--- src/rtl/fixed_to_bcd_ctrl.sv ---
// Fixed-point to BCD sequencer: splits a signed fixed-point value into sign,
// integer magnitude and fraction magnitude, launches the integer and fractional
// BCD converters together, gathers both results and presents one assembled
// result with a valid pulse (or an error pulse if a converter never answers).
module fixed_to_bcd_ctrl #(
  parameter int unsigned INT_BITS    = 8,
  parameter int unsigned FRAC_BITS   = 8,
  parameter int unsigned INT_DIGITS  = 3,
  parameter int unsigned FRAC_DIGITS = 7,
  parameter int unsigned TIMEOUT     = 255
) (
  input  logic                           CLK,
  input  logic                           RST,
  input  logic                           i_start,
  input  logic [INT_BITS+FRAC_BITS-1:0]  i_value,
  output logic                           o_busy,
  output logic                           o_int_ce,
  output logic [INT_BITS-1:0]            o_int_bin,
  input  logic [INT_DIGITS*4-1:0]        i_int_bcd,
  input  logic                           i_int_done,
  output logic                           o_frac_ce,
  output logic [FRAC_BITS-1:0]           o_frac_bin,
  input  logic [FRAC_DIGITS*4-1:0]       i_frac_bcd,
  input  logic                           i_frac_done,
  output logic                           o_sign,
  output logic [INT_DIGITS*4-1:0]        o_int_bcd,
  output logic [FRAC_DIGITS*4-1:0]       o_frac_bcd,
  output logic                           o_valid,
  output logic                           o_err
);

  localparam int unsigned W  = INT_BITS + FRAC_BITS;
  localparam int unsigned IW = INT_DIGITS * 4;
  localparam int unsigned FW = FRAC_DIGITS * 4;
  localparam int unsigned CW = 16;

  typedef enum logic [2:0] {
    S_IDLE,
    S_LAUNCH,
    S_WAIT,
    S_OUT,
    S_ERR
  } state_t;

  state_t         state;
  logic           sign_q;
  logic           int_flag;
  logic           frac_flag;
  logic [IW-1:0]  int_cap;
  logic [FW-1:0]  frac_cap;
  logic [CW-1:0]  cnt;

  logic [W-1:0]   mag;
  logic [CW-1:0]  cnt_inc;
  logic           int_ok;
  logic           frac_ok;
  logic [IW-1:0]  int_nxt;
  logic [FW-1:0]  frac_nxt;

  // Magnitude of the input; the most-negative value maps to 2^(W-1) unsigned.
  assign mag = i_value[W-1] ? ((~i_value) + W'(1)) : i_value;

  // A done sampled on this edge counts as already captured, so a same-edge
  // completion goes straight to OUT with the live converter data.
  assign int_ok   = int_flag  | i_int_done;
  assign frac_ok  = frac_flag | i_frac_done;
  assign int_nxt  = int_flag  ? int_cap  : i_int_bcd;
  assign frac_nxt = frac_flag ? frac_cap : i_frac_bcd;
  assign cnt_inc  = cnt + CW'(1);

  // Sequencer: state, operand/capture registers and all registered outputs.
  always_ff @(posedge CLK or posedge RST) begin
    if (RST) begin
      state      <= S_IDLE;
      sign_q     <= 1'b0;
      int_flag   <= 1'b0;
      frac_flag  <= 1'b0;
      int_cap    <= '0;
      frac_cap   <= '0;
      cnt        <= '0;
      o_busy     <= 1'b0;
      o_int_ce   <= 1'b0;
      o_frac_ce  <= 1'b0;
      o_int_bin  <= '0;
      o_frac_bin <= '0;
      o_sign     <= 1'b0;
      o_int_bcd  <= '0;
      o_frac_bcd <= '0;
      o_valid    <= 1'b0;
      o_err      <= 1'b0;
    end else begin
      o_int_ce  <= 1'b0;
      o_frac_ce <= 1'b0;
      o_valid   <= 1'b0;
      o_err     <= 1'b0;
      case (state)
        S_IDLE: begin
          if (i_start) begin
            sign_q     <= i_value[W-1];
            o_int_bin  <= mag[W-1:FRAC_BITS];
            o_frac_bin <= mag[FRAC_BITS-1:0];
            int_flag   <= 1'b0;
            frac_flag  <= 1'b0;
            cnt        <= '0;
            o_int_ce   <= 1'b1;
            o_frac_ce  <= 1'b1;
            o_busy     <= 1'b1;
            state      <= S_LAUNCH;
          end
        end
        S_LAUNCH: begin
          state <= S_WAIT;
        end
        S_WAIT: begin
          if (i_int_done && !int_flag) begin
            int_cap  <= i_int_bcd;
            int_flag <= 1'b1;
          end
          if (i_frac_done && !frac_flag) begin
            frac_cap  <= i_frac_bcd;
            frac_flag <= 1'b1;
          end
          if (int_ok && frac_ok) begin
            o_sign     <= sign_q;
            o_int_bcd  <= int_nxt;
            o_frac_bcd <= frac_nxt;
            o_valid    <= 1'b1;
            state      <= S_OUT;
          end else begin
            cnt <= cnt_inc;
            if (cnt_inc == CW'(TIMEOUT)) begin
              o_err <= 1'b1;
              state <= S_ERR;
            end
          end
        end
        S_OUT, S_ERR: begin
          o_busy <= 1'b0;
          state  <= S_IDLE;
        end
        default: begin
          o_busy <= 1'b0;
          state  <= S_IDLE;
        end
      endcase
    end
  end

endmodule

--- config.mk ---
export PLATFORM = sky130hd
export DESIGN_NAME = fixed_to_bcd_ctrl
export DESIGN_NICKNAME = d
export VERILOG_FILES = /design/src/rtl/fixed_to_bcd_ctrl.sv
export SDC_FILE = /design/constraint.sdc
export NUM_CORES = 1
export LEC_CHECK = 0
export ABC_CLOCK_PERIOD_IN_PS = 3500
export BUFFER_PORTS_ARGS = -buffer_cell sky130_fd_sc_hd__buf_2
export CAP_MARGIN = 0
export CELL_PAD_IN_SITES_DETAIL_PLACEMENT = 1
export CELL_PAD_IN_SITES_GLOBAL_PLACEMENT = 1
export CORE_MARGIN = 3
export CORE_UTILIZATION = 38
export CTS_CLUSTER_SIZE = 28
export DETAILED_ROUTE_END_ITERATION = 10
export MAX_ROUTING_LAYER = met4
export PLACE_DENSITY_LB_ADDON = 0.1
export SLEW_MARGIN = 40
export SYNTH_ARGS = -nofsm -noshare
export SYNTH_HDL_FRONTEND = slang
export SYNTH_SLANG_ARGS = --single-unit
--- constraint.sdc ---
create_clock -name CLK -period 3.5 [get_ports CLK]
set_clock_uncertainty 0.15 [all_clocks]
set_input_delay 0.175 -clock CLK [delete_from_list [all_inputs] [get_ports CLK]]
set_output_delay 0.175 -clock CLK [all_outputs]
set_load 0.03 [all_outputs]
**Word level (Yosys, flattened, before mapping)**

Index checks and enable logic that the tools add are counted.

- Flip-flop bits (word level): 123
- Logic and storage cells: 71
- Input port bits: 61
- Output and inout port bits: 62

- Equality and inequality tests: 8
- Bitwise operators: 4
- Multiplexer cells: 24
- Add/sub/neg operators: 2
- Reductions and logical operators: 17

Operators with widths:

| cell | count |
|---|---|
| 2-to-1 mux 16 bit | 3 |
| adder 16 x 1 -> 16 bit (second input constant) | 2 |
| case mux 16 bit (2 select lines) | 1 |
| 2-to-1 mux 28 bit | 1 |
| == test 16 x 8 -> 1 bit (second input constant) | 1 |
| NOT 16 bit | 1 |
| 2-to-1 mux 12 bit | 1 |
| AND reduction 2 bit | 6 |
| 2-to-1 mux 1 bit | 11 |
| 2-to-1 mux 3 bit | 3 |
| case mux 3 bit (3 select lines) | 1 |
| AND reduction 3 bit | 3 |
| != test 2 bit (second input constant) | 4 |
| case mux 1 bit (2 select lines) | 3 |
| == test 3 x 1 -> 1 bit (second input constant) | 1 |
| == test 3 x 2 -> 1 bit (second input constant) | 1 |
| logical AND 1 bit | 3 |
| logical NOT 3 bit | 1 |
| != test 3 bit (second input constant) | 1 |
| logical NOT 1 bit | 2 |
| OR 1 bit | 2 |
| nonzero test 2 bit | 1 |
| OR reduction 2 bit | 1 |
| NOT 1 bit | 1 |

**Depth between registers and ports, before layout**

- Word-level depth: 5
- Depth in mapped cells: 8
- Gate-level depth less buffers: 7

**Worst setup path after synthesis**

No wires, ideal clock.

- Kind: register to register
- Start: reg cnt[0]
- End: reg o_err
- Stages on the path, launching flop included: 7
- Arrival: 1626 ps
- Path buffers: 0
- Required time: 3283 ps
- Clock period less this slack: 1843 ps
- Setup slack: 1657 ps
- Setup time: 67 ps
- Path through: dfrtp_1 -> ha_1 -> nand3_2 -> nor4_4 -> nand3_2 -> a22oi_2 -> and3_1

- Word-level cells in the longest chain between the ends: 5

Ends and longest elaborated chain:

| what | line | source |
|---|---|---|
| from (decl) | 51 | `logic [CW-1:0] cnt;` |
| from (signal assigned) | 130 | `cnt <= cnt_inc;` |
| adder 16 x 1 -> 16 bit | 69 | `assign cnt_inc = cnt + CW'(1);` |
| == test 16 x 8 -> 1 bit | 131 | `if (cnt_inc == CW'(TIMEOUT)) begin` |
| 2-to-1 mux 1 bit | 131 |  |
| 2-to-1 mux 1 bit | 123 | `if (int_ok && frac_ok) begin` |
| 2-to-1 mux 1 bit | 96 | `case (state)` |
| to (signal assigned) | 90 | `o_err <= 1'b0;` |
| to (signal assigned) | 95 | `o_err <= 1'b0;` |
| to (signal assigned) | 132 | `o_err <= 1'b1;` |
| to (decl) | 29 | `output logic o_err` |

No other way between the ends.
A chain may end at the register's enable or synchronous reset.

**Worst setup path in the final report**

- Start: in i_value[8]
- End: reg o_int_bin[7]

- Word-level cells in the longest chain between the ends: 3

Ends and longest elaborated chain:

| what | line | source |
|---|---|---|
| from (decl) | 15 | `input logic [INT_BITS+FRAC_BITS-1:0] i_value,` |
| NOT 16 bit | 61 | `assign mag = i_value[W-1] ? ((~i_value) + W'(1)) : i_value;` |
| adder 16 x 1 -> 16 bit | 61 |  |
| 2-to-1 mux 16 bit | 61 |  |
| to (signal assigned) | 100 | `o_int_bin <= mag[W-1:FRAC_BITS];` |
| to (decl) | 18 | `output logic [INT_BITS-1:0] o_int_bin,` |

No other way between the ends.

==> summary.txt <==
Outcome
  • Status: finished clean

Cells and area
  • Seq. cell area: 0.00308 mm²
  • Final Net Count: 769
  • Antenna cells: 0
  • Area growth syn-to-layout: 34.8%
  • Share of cells above drive strength 1: 29.3%
  • Multi-input gate area: 0.00247 mm²
  • Core Util, Final: 52.6%
  • Fill cells: 1634

Setup path
  • Max incr delay on CP: 580 ps
  • Worst path cell trace: dlygate4sd3_1 > buf_2 > or3_1 > or4_4 > o41ai_2 > dlygate4sd3_1
  • Arrival @ worst endpoint: 2580 ps
  • WP data required: 3700 ps
  • Crit. End Element: register
  • Type of the worst setup path: input port to register
  • Slowest CP cell: dlygate4sd3_1
  • Most frequent CP cell: dlygate4sd3_1
  • Top delay family on crit path: buffers and inverters
  • Crit path max fanout: 4
  • WP buf/inv: 3
  • CP startpoint kind: input port

Timing
  • TNS Setup: 0 ps
  • Endpoints failing hold: 0
  • Fmax achieved: 0.419 GHz
  • Pins Over Slew Limit: 0
  • PnR worst setup slack: 1120 ps
  • Final worst path period share: 68.1%
  • Final worst path period need: 2380 ps
  • Fin Hold WS: 102 ps
  • Worst Tran Pin Value: 777 ps
  • Slew HR: 47.9%
  • Unrepaired setup endpoints after global routing: no
  • Final setup viols: 0

CTS
  • CTS tree: yes
  • CTS root buffer: clkbuf_16
  • CTS buffer count: 17
  • H-tree lvl count: 4
  • Max clock buf depth: 2
  • Worst-Skew Late Latency: 410 ps
  • Worst-path clk slew: 60 ps
  • CTS sink count: 123
  • Postcts setup bufs: 0

Place
  • Port Buffer Count: 122
  • Dpl ws: 1200 ps
  • RePlAce Congestion: 0.771
  • Post-DP HPWL: 9.69 mm

Global route
  • First-pass GRT wire length: 25.0 mm
  • Initial antenna violation count: 0
  • Gr usage total: 19.6%
  • GRT overflow: 0
  • Largest net degree at the start of global routing: 72
  • Vias in the first global route: 5007

Detailed routing
  • Wirelength per Cell: 16.6 µm
  • Vias: 4589
  • Initial DRC count: 141
  • Vias per cell: 5.09
  • DR pass1 iterations: 4
  • DRT antenna net count: 0
  • DRC errors left: 0
  • Final wirelength: 15.0 mm

Die
  • Num ports: 123
  • Core Region: 0.0146 mm²
  • Num rows: 44
  • Die ar.: 0.0166 mm²
  • Die Y: 129 µm
  • Die X: 129 µm
  • Initial Util: 39.0%

Power
  • Power share of the clock group: 25.5%
  • Seq pwr share: 34.8%
  • Pleak: 0.00353 µW
  • Tot Pwr: 6890 µW
  • Int Pwr: 4210 µW
  • Max VDD drop: 0.400 mV
  • Switching share of power: 38.9%
  • Power Density: 894 mW/mm²
  • Sw power: 2680 µW
  • Combinational power share: 39.7%

Yosys
  • Post-Syn Area: 0.00572 mm²
  • Ys Warns: 0
  • Top post-synthesis cells by area: dfrtp_1 (54%), mux2i_1 (7.2%), mux2_2 (6.3%), a21oi_1 (4.0%), nor2_1 (3.5%)
  • Synthesized instance count: 528
  • Post-synth top area share: 53.8%
  • Dominant synthesized flop cell: dfrtp_1
  • Synth async-reset ratio: 100%
  • Syn_area_per_cell: 10.8 µm²
  • EDFF count, synth: 0
  • Area leader, netlist: dfrtp_1
  • Unique masters post-synth: 47
  • Register area share after synthesis: 53.8%
  • Syn nets: 592
  • Seq cells post-synth: 123

Flow run
  • Max Cap Violations: 0

Hold path
  • Hold/Removal Path Class: input port to register
## logic make-up (layout without fill, tap and decap cells)
family                     after synthesis  after routing  share of synthesized area, %
and+or+nand+nor                        156            156                          13.9
DFF                                    123            123                          53.8
AOI/OAI and AO/OA                      104            104                          10.2
muxes                                   82             82                          15.3
buffers and inverters                   39            228                          2.95
xor gates and xnor gates                21             21                          3.22
adders and majority gates                3              3                         0.657
## worst min-delay path: stages
cell	delay [ps]
buf_2	110
nor2b_1	150
a21oi_1	120
nor3_1	60
## cell usage in the layout (no fill, tap or decap), drive strengths merged, types with 2 or more instances in the layout
master       instances
nor2b                2
or3                  6
a21oi               46
clkinvlp             2
o31ai                7
nand2               47
and3                 4
buf                130
clkinv               4
nor3b                2
nor3                 7
dfrtp              123
nand4                3
inv                  6
o21ai               42
mux2                41
nand2b               3
xnor2                4
mux2i               41
nor2                54
xor2                17
clkbuf              23
bufinv               3
nand3               18
nand4b               2
ha                   3
nor4                 4
and2                 2
a31oi                2
dlygate4sd3         60
o41ai                2
## synth_stat cells, types with 3 or more instances
cell,n
nand2b_1,3
buf_1,6
inv_1,7
mux2i_1,41
clkbuf_1,10
or3_1,5
a21oi_1,46
nand3_2,3
nand3_1,14
buf_2,15
xor2_1,17
mux2_1,9
nand2_1,47
and3_1,4
nor2_1,53
xnor2_1,4
mux2_2,32
o21ai_0,30
nor3_1,7
nor4_4,3
o21ai_1,10
o31ai_1,7
dfrtp_1,123
ha_1,3
## sequential cells by signal (all words and copies together) (netlist names)
name        count
o_frac_bin      8
frac_flag       1
o_sign          1
o_busy          1
int_cap        12
cnt            16
sign_q          1
frac_cap       28
state           3
o_frac_bcd     28
o_err           1
o_valid         1
int_flag        1
o_frac_ce       1
o_int_bin       8
o_int_bcd      12
## through the flow
stage                     cells  area (µm²)
after floorplan             528        5720
after global placement      810        6520
after detailed placement    810        6520
after CTS                   901        7710
final                       901        7710
after global routing        901        7710
## power by group through the flow
stage          Sequential [µW]  Combinational (µW)  Clock, µW
6_report                  2400                2740       1760
5_1_grt                   2490                3000       1870
4_1_cts                   2400                2780       1790
3_5_place_dp              2420                2700          0
3_3_place_gp              2380                2630          0
2_1_floorplan             2990                1340          0
## final timing paths
check                               from       endpoint  slack (ps)  cells past startpoint
hold / removal                   i_start       state[0]         100                      4
max in group asynchronous            RST   o_int_bcd[7]        2190                      4
setup reg to reg                state[1]   o_int_bin[7]        1180                      5
min in group asynchronous            RST  o_frac_bin[5]         190                      3
setup / recovery              i_value[8]   o_int_bin[7]        1120                      6
hold reg to reg            o_frac_bin[5]  o_frac_bin[5]         320                      2
## final cells by class
class / instances / area share [%]
Multi-Input combinational cell: 366 / 32.1
Inverter: 7 / 0.390
Sequential cell: 123 / 40.0
Tap cell: 184 / 2.99
Clock buffer: 23 / 6.07
Clock inverter: 8 / 1.53
Timing Repair Buffer: 190 / 17.0
## layer usage
metal	wire length [µm]	part of all wire, %	vias up	global-route usage, %
met2	7520	50	93	32.8
met1	6700	45	2286	23.3
met3	579	3.9	15	4.48
li1	-	-	2195	-
met5	0	0	-	-
met4	188	1.3	0	6.86
## repair_timing
| item | CTS | global route |
|---|---|---|
| endpoints found under the hold margin | 116 | 0 |
| hold buffers | 60 | 0 |
| resized for setup | 0 | 0 |
Note: power is estimated with default switching activity, not from simulation.
